## src/rtl/fetch_queue_stage.sv

```systemverilog
// Instruction fetch stage: sequential PC generation, synchronous ROM reads, FWFT prefetch queue.
// Optional FETCH_STATS_EN adds saturating fetched/flushed statistics counters.
module fetch_queue_stage #(
  parameter int PC_WIDTH    = 16,
  parameter int INSTR_WIDTH = 32,
  parameter int PC_INITIAL  = 0,
  parameter int PC_STEP     = 1,
  parameter int DEPTH       = 4
) (
  input  logic                   clk_in,
  input  logic                   RST,
  input  logic                   pc_chg,
  input  logic [PC_WIDTH-1:0]    pc_in,
  output logic                   mem_en,
  output logic [PC_WIDTH-1:0]    mem_addr,
  input  logic [INSTR_WIDTH-1:0] mem_data,
  input  logic                   out_ready,
  output logic                   done,
  output logic [INSTR_WIDTH-1:0] instr,
  output logic [PC_WIDTH-1:0]    pc_out
`ifdef FETCH_STATS_EN
  ,
  output logic [31:0]            stat_fetched,
  output logic [15:0]            stat_flushed
`endif
);

  localparam int AW = $clog2(DEPTH);
  localparam int CW = AW + 2;
  localparam logic [PC_WIDTH-1:0] PC_INIT_V = PC_WIDTH'(PC_INITIAL);
  localparam logic [PC_WIDTH-1:0] PC_STEP_V = PC_WIDTH'(PC_STEP);

  logic [PC_WIDTH-1:0]    fetch_pc;
  logic [PC_WIDTH-1:0]    req_pc;
  logic                   inflight;
  logic [AW-1:0]          rd_ptr;
  logic [AW-1:0]          wr_ptr;
  logic [AW:0]            count;
  logic [INSTR_WIDTH-1:0] data_mem [DEPTH];
  logic [PC_WIDTH-1:0]    pc_mem   [DEPTH];
  logic [INSTR_WIDTH-1:0] last_instr;
  logic [PC_WIDTH-1:0]    last_pc;
  logic                   push;
  logic                   pop;

  // Credit counts the outstanding read as occupied, so a push can never overflow the queue.
  always_comb begin
    mem_en   = !pc_chg && ((CW'(count) + CW'(inflight)) < CW'(DEPTH));
    mem_addr = fetch_pc;
    done     = (count != '0);
    push     = inflight && !pc_chg;
    pop      = done && out_ready && !pc_chg;
    instr    = done ? data_mem[rd_ptr] : last_instr;
    pc_out   = done ? pc_mem[rd_ptr]   : last_pc;
  end

  always_ff @(posedge clk_in or negedge RST) begin
    if (!RST) begin
      fetch_pc   <= PC_INIT_V;
      req_pc     <= PC_INIT_V;
      inflight   <= 1'b0;
      rd_ptr     <= '0;
      wr_ptr     <= '0;
      count      <= '0;
      last_instr <= '0;
      last_pc    <= PC_INIT_V + PC_STEP_V;
    end else if (pc_chg) begin
      fetch_pc <= pc_in;
      inflight <= 1'b0;
      rd_ptr   <= '0;
      wr_ptr   <= '0;
      count    <= '0;
    end else begin
      inflight <= mem_en;
      if (mem_en) begin
        req_pc   <= fetch_pc;
        fetch_pc <= fetch_pc + PC_STEP_V;
      end
      if (push) begin
        wr_ptr <= wr_ptr + AW'(1);
      end
      if (pop) begin
        rd_ptr     <= rd_ptr + AW'(1);
        last_instr <= instr;
        last_pc    <= pc_out;
      end
      case ({push, pop})
        2'b10:   count <= count + (AW+1)'(1);
        2'b01:   count <= count - (AW+1)'(1);
        default: count <= count;
      endcase
    end
  end

  // Queue storage needs no reset: entries are only visible while count covers them.
  always_ff @(posedge clk_in) begin
    if (push) begin
      data_mem[wr_ptr] <= mem_data;
      pc_mem[wr_ptr]   <= req_pc + PC_STEP_V;
    end
  end

`ifdef FETCH_STATS_EN
  always_ff @(posedge clk_in or negedge RST) begin
    if (!RST) begin
      stat_fetched <= '0;
      stat_flushed <= '0;
    end else begin
      if (pop && (stat_fetched != '1)) begin
        stat_fetched <= stat_fetched + 32'd1;
      end
      if (pc_chg && ((count != '0) || inflight) && (stat_flushed != '1)) begin
        stat_flushed <= stat_flushed + 16'd1;
      end
    end
  end
`endif

endmodule

```

## config.mk

```make
export PLATFORM = sky130hd
export DESIGN_NAME = fetch_queue_stage
export DESIGN_NICKNAME = d
export VERILOG_FILES = /design/src/rtl/fetch_queue_stage.sv
export SDC_FILE = /design/constraint.sdc
export NUM_CORES = 1
export LEC_CHECK = 0
export ABC_AREA = 1
export CAP_MARGIN = 20
export CORE_MARGIN = 2
export CORE_UTILIZATION = 49
export DETAILED_ROUTE_END_ITERATION = 8
export PLACE_DENSITY = 0.7
export SYNTH_ARGS = -nofsm -noshare
export SYNTH_HDL_FRONTEND = slang
export SYNTH_SLANG_ARGS = --single-unit
```

## constraint.sdc

```tcl
create_clock -name clk_in -period 2.9 [get_ports clk_in]
set_input_delay 0.29 -clock clk_in [delete_from_list [all_inputs] [get_ports clk_in]]
set_output_delay 0.29 -clock clk_in [all_outputs]
set_load 0.03 [all_outputs]
```

==> flow_summary.json, run 1 <==
{
  "end_kind": "primary output",
  "synth_nets": 1372,
  "htreeDepth": 1,
  "min_path_type": "in2async",
  "row_count": 58,
  "p_leak_nw": 6.42,
  "ios": 118,
  "status": "finished clean",
  "setup_viol": 0,
  "dieArea_mm2": 0.0271,
  "clock_path_buffers": 3,
  "drcViolationCount": 0,
  "cts.clk_slew.worst_paths_ns": 0.06,
  "synth_area_leaders": "edfxtp_1 (46%), dfrtp_1 (17%), nand2_1 (12%)",
  "finalMaxSlewViolations": 0,
  "hpwl_um": 17000,
  "setup_ws_ns": 0.278,
  "netlist_instances": 1313,
  "start_util_pct": 50.0,
  "grt_antenna_before_repair": 0,
  "p_clk_share_pct": 33.1,
  "final_nets": 1483,
  "synth_area_mm2": 0.0126,
  "grt_max_degree": 146,
  "worstPathArrival_ns": 2.33,
  "routabilityCongestion": 0.831,
  "grt_pass1_vias": 8577,
  "ys.flop_type": "edfxtp_1",
  "cts-resized-gates": 0,
  "grt_overflow": 0,
  "crit_buf_inv": 3,
  "min_period_over_period_pct": 90.4,
  "wl_per_cell_um": 15.2,
  "ff2ff_setup_slack_ns": 0.74,
  "hold_viol_final": 0,
  "antenna_left": 0,
  "final_layout_size_suffix_gt1_share_pct": 12.1,
  "vias": 8902,
  "ys_top_cells_by_count": "nand2_1 (390), edfxtp_1 (192), nor2_1 (186)",
  "wl_um": 27100,
  "synth_area_per_cell_um2": 9.62,
  "track_usage_pct": 20.2,
  "finalSetupTns_ns": 0,
  "synth_most_common_cell": "nand2_1",
  "cpMaxStageDelayCell": "dfrtp_4",
  "p_comb_share_pct": 26.0,
  "post-place-ws_ns": 0.680,
  "postCtsSetupRepairBufs": 0,
  "power.share.sequential_pct": 40.9,
  "clock_latency_ns": 0.54,
  "syn2layout_area_growth_pct": 20.6,
  "slowest_delay_ns": 0.49,
  "root_buffer": "clkbuf_16",
  "yosys.area.top_type": "edfxtp_1",
  "synth_top_area_share_pct": 45.7,
  "cts_buffers": 30,
  "crit_chain": "inv_2 -> buf_4 -> nor2_1 -> o21ai_0 -> nand2_1 -> o21ai_2 -> buf_4",
  "start_kind": "flop",
  "cpMostUsedCell": "buf_4",
  "drt_first_pass_iters": 5,
  "fp.dieW_um": 165,
  "power_mw": 12.4,
  "async_flop_share_pct": 31.4,
  "finClkSkew_ns": 0.0102,
  "max_freq_mhz": 381,
  "vias_per_cell": 5.00,
  "fillers": 2056,
  "required_ns": 2.61,
  "power.internal_mw": 8.55,
  "path_class": "reg2out",
  "cp_top_family": "buffers and inverters",
  "max_cap_violations": 0,
  "synth_edf_count": 192,
  "min_period_ns": 2.62,
  "p_switching_mw": 3.83,
  "powerDensity_mw_per_mm2": 813,
  "portBuffers": 117,
  "worst_hold_slack_ns": 0.317,
  "cts_sinks": 280,
  "swShare_pct": 30.9,
  "slew_headroom_pct": 34.4,
  "worst_slew_pin_slew_ns": 0.984,
  "rsz0062_at_grt": "no",
  "die_h_um": 165,
  "drt_iter0_markers": 667,
  "synth-seq-area-share_pct": 63.1,
  "ir_drop_mv": 0.672,
  "yosysWarnings": 0,
  "cts_tree": "done",
  "crit_fanout": 21,
  "grt_first_pass_wirelength_um": 43600,
  "ys_ff_latch": 280,
  "synth_cell_types": 36,
  "core_mm2": 0.0253
}
## sequential cells by signal, summed over array words and instances (netlist names)
name        cells
req_pc         16
count           3
inflight        1
data_mem      128
wr_ptr          2
mem_addr       16
rd_ptr          2
last_pc        16
last_instr     32
pc_mem         64
## logic make-up after synthesis
logic type | count (synthesis) | synth area share, %
AOI/OAI and AO/OA | 189 | 8.60
DFF | 280 | 63.1
adders and majority gates | 7 | 0.753
buffers and inverters | 204 | 7.30
and+or+nand+nor | 616 | 19.0
xor gates and xnor gates | 17 | 1.18
## cells in the final DEF, fill, tap and decap left out, types with 2 or more instances in the layout
cell type,instances
nor2_1,182
buf_12,19
nor2_2,2
o21ai_2,32
clkbuf_1,3
o21ai_0,87
nand2_1,390
clkbuf_16,31
dfrtp_1,85
clkinvlp_4,4
clkinv_2,7
xor2_1,14
xnor2_1,3
edfxtp_1,192
clkdlybuf4s50_1,67
nand2_2,2
nand4_1,4
nor3_1,3
o21ai_1,54
inv_2,3
nand3_2,2
buf_4,52
o211ai_1,4
a31oi_1,2
ha_1,6
nor2_4,5
a21oi_1,7
bufinv_16,5
inv_1,141
nand3_1,23
clkbuf_8,5
## final cells by class
class,count,area (µm²),share of cell area [%]
flip-flops and latches,280,7970,52.4
inverters,144,541,3.55
diodes,1,2.50,0.0164
clock inverters,17,226,1.49
repair buffers,139,1450,9.53
clock buffers,39,856,5.62
well taps,330,413,2.71
multi-input cells,829,3760,24.7
## power groups by stage
stage / combinational, mW / clock [mW] / sequential [mW]
3_3_place_gp: 3.18 / 0 / 5.13
2_1_floorplan: 2.02 / 0 / 5.13
6_report: 3.22 / 4.10 / 5.07
3_5_place_dp: 3.26 / 0 / 5.14
5_1_grt: 3.53 / 4.31 / 5.12
4_1_cts: 3.27 / 4.15 / 5.07
## final timing paths
path	startpoint	end	depth (start not counted)
max	rd_ptr[0]	instr[15]	7
min	RST	mem_addr[10]	2
max reg2reg	count[0]	last_pc[0]	7
min reg2reg	last_instr[5]	last_instr[5]	2
max in group asynchronous	RST	last_pc[0]	3
min in group clk_in	pc_in[6]	mem_addr[6]	3
## routing by layer
metal	routed length, µm	track usage (%)	share of wire (%)	up-vias
met5	0	0	0	-
met4	502	4.19	1.9	0
met3	1490	2.99	5.5	35
met2	13300	35.4	49	233
met1	11800	27.0	44	4199
li1	-	-	-	4435
## worst reg2reg max path: cells and delay by family (launching register included)
kind / cells / cell delay (ns)
AND/OR/NAND/NOR: 5 / 0.85
flip-flops: 1 / 0.42
buffers and inverters: 2 / 0.83
## timing repair
action | CTS | global route
endpoints found under the hold margin | 50 | 0
endpoints found under the setup margin | 0 | 0
hold buffers | 1 | 0
## metrics by stage
stage / area (µm²) / std cells / util, %
2_1_floorplan: 12600 / 1313 / -
3_3_place_gp: 14100 / 1721 / 56.0
3_5_place_dp: 14100 / 1721 / 56.0
4_1_cts: 15200 / 1778 / 60.3
5_1_grt: 15200 / 1778 / 60.3
6_report: 15200 / 1779 / 60.3
(Power assumes the default switching activity.)
==> inputs of run 2 (changes only) <==
--- a/config.mk
+++ b/config.mk
@@ -8,9 +8,9 @@
 export ABC_AREA = 1
 export CAP_MARGIN = 20
 export CORE_MARGIN = 2
-export CORE_UTILIZATION = 49
+export CORE_UTILIZATION = 50
 export DETAILED_ROUTE_END_ITERATION = 8
-export PLACE_DENSITY = 0.7
+export PLACE_DENSITY = 0.71
 export SYNTH_ARGS = -nofsm -noshare
 export SYNTH_HDL_FRONTEND = slang
 export SYNTH_SLANG_ARGS = --single-unit
==> run 2 against run 1 <==
  * Worst hold slack got worse by 0.018 ns
  * Clock skew about the same
  * Combinational power about the same
  * First-iteration DRC count increased by 17%
  * Power decreased by 4.0%
  * Utilization increased by 0.10 points
  * Worst setup slack got worse by 0.063 ns
  * Register-to-register slack improved by 0.12 ns
  * Critical path type unchanged
  * Largest cell class unchanged
  * Highest routed layer unchanged
==> flow_summary.json, run 2 (same netlist as run 1, synthesis figures left out) <==
{
  "ios": 118,
  "rsz0062_at_grt": "no",
  "num_antenna_cells": 0,
  "max_cap_violations": 0,
  "cts.clk_slew.worst_paths_ns": 0.06,
  "slew_headroom_pct": 36.0,
  "drt_first_pass_iters": 5,
  "track_usage_pct": 20.5,
  "finalSetupTns_ns": 0,
  "reg2reg_depth": 7,
  "wl_um": 26800,
  "worst_hold_slack_ns": 0.299,
  "worstPathArrival_ns": 2.39,
  "grt_pass1_vias": 8833,
  "finalMaxSlewViolations": 0,
  "ir_drop_mv": 0.542,
  "ff2ff_setup_slack_ns": 0.86,
  "min_path_type": "in2async",
  "row_count": 58,
  "setup_viol": 0,
  "routabilityCongestion": 0.844,
  "grt_first_pass_wirelength_um": 43800,
  "final_util_pct": 60.4,
  "status": "finished clean",
  "cts-resized-gates": 0,
  "cts_tree": "done",
  "vias_per_cell": 5.03,
  "reg2reg_to": "last_instr[24]",
  "start_util_pct": 50.6,
  "worst_slew_pin_slew_ns": 0.959,
  "htreeDepth": 1,
  "crit_fanout": 40,
  "r2r_start": "count[0]",
  "vias": 8900,
  "wl_per_cell_um": 15.1,
  "grt_antenna_before_repair": 0,
  "portBuffers": 117,
  "final_nets": 1478,
  "fp.dieW_um": 163,
  "grt_max_degree": 90,
  "reg_top3": "data_mem x128, pc_mem x64, last_instr x32",
  "hpwl_um": 16600,
  "max_freq_mhz": 372,
  "largest-register": "data_mem",
  "final_cell_mix": "nand2_1 (390), edfxtp_1 (192), nor2_1 (182), inv_1 (141), o21ai_0 (87)",
  "core_mm2": 0.0250,
  "largest_register_ffs": 128,
  "cp-startpoint": "rd_ptr[0]",
  "min_period_ns": 2.68,
  "antenna_left": 0,
  "drcViolationCount": 0,
  "postCtsSetupRepairBufs": 0,
  "die_h_um": 163,
  "hold_viol_final": 0,
  "end_kind": "primary output",
  "required_ns": 2.61,
  "fin_cells": 1771,
  "p_leak_nw": 6.33,
  "clock_latency_ns": 0.53,
  "crit_path_end": "instr[24]",
  "finClkSkew_ns": 0.0103,
  "root_buffer": "clkbuf_16",
  "min_period_over_period_pct": 92.6,
  "placedCellCount": 1718,
  "powerDensity_mw_per_mm2": 789,
  "drt_iter0_markers": 783,
  "clock_path_buffers": 3,
  "cts_buffers": 28,
  "syn2layout_area_growth_pct": 19.4,
  "dieArea_mm2": 0.0265,
  "final_common_cell": "nand2_1",
  "cts_sinks": 280,
  "final_layout_size_suffix_gt1_share_pct": 11.2,
  "start_kind": "flop",
  "path_class": "reg2out",
  "grt_overflow": 0
}
==> run 2: changes by cell type in the layout (fill, tap and decap cells not counted) <==
cell / change
inv_8: -1
clkinv_1: +4
clkbuf_16: -2
clkinv_4: +1
clkbuf_1: +3
buf_12: +2
bufinv_16: -3
clkinv_2: -5
buf_4: -5
clkinvlp_4: -1
diode_2: -1
==> run 2: metrics by stage <==
stage | setup slack [ns] | power [mW] | area, µm²
final | 0.215 | 11.9 | 15100
after global placement | 0.754 | 8.32 | 14100
after floorplan | -0.319 | 7.14 | 12600
after CTS | 0.201 | 12.0 | 15100
after global routing | 0.0444 | 12.5 | 15100
after detailed placement | 0.714 | 8.40 | 14100
==> run 2: repair_timing <==
action | CTS | global route
endpoints found under the hold margin | 42 | 0
setup endpoints to repair | 0 | 0
hold buffers | 1 | 0
==> run 2: critical path, stage by stage (launching register included) <==
cell	delay, ns
dfrtp_4	0.65
inv_2	0.26
buf_4	0.27
nor2_1	0.06
o21ai_1	0.18
nand2_1	0.08
o21ai_1	0.15
buf_4	0.20
==> run 2: worst min-delay path by stage <==
stage          cells past startpoint     start           to  slack [ns]
3_3_place_gp                       1       RST  mem_addr[9]        0.34
6_report                           2       RST  mem_addr[9]        0.30
5_1_grt                            3  pc_in[6]  mem_addr[6]        0.33
4_1_cts                            2       RST  mem_addr[9]        0.32
2_1_floorplan                      0       RST     count[0]      -0.006
3_5_place_dp                       1       RST  mem_addr[9]        0.35
==> run 2: area by class of cell <==
| cell class | count | area [µm²] |
|---|---|---|
| inverter | 144 | 541 |
| timing repair buffer | 136 | 1450 |
| clock inverter | 12 | 116 |
| multi-input combinational | 829 | 3760 |
| clock buffer | 40 | 817 |
| tap | 330 | 413 |
| sequential | 280 | 7970 |
| fill | 2056 | 9880 |
==> run 2: per-layer routing <==
layer | vias up | global-route usage [%] | share of wire (%) | routed length [µm]
met5 | - | 0 | 0 | 0
met4 | 0 | 5.87 | 2.2 | 594
met3 | 40 | 2.83 | 3.9 | 1050
met2 | 191 | 35.7 | 50 | 13300
met1 | 4240 | 27.0 | 44 | 11800
li1 | 4429 | - | - | -
==> run 2: power breakdown <==
part	switching, mW	internal [mW]	total [mW]
combinational	1.98	1.24	3.22
sequential	0.293	4.79	5.08
clock	1.46	2.13	3.60
total	3.73	8.16	11.9
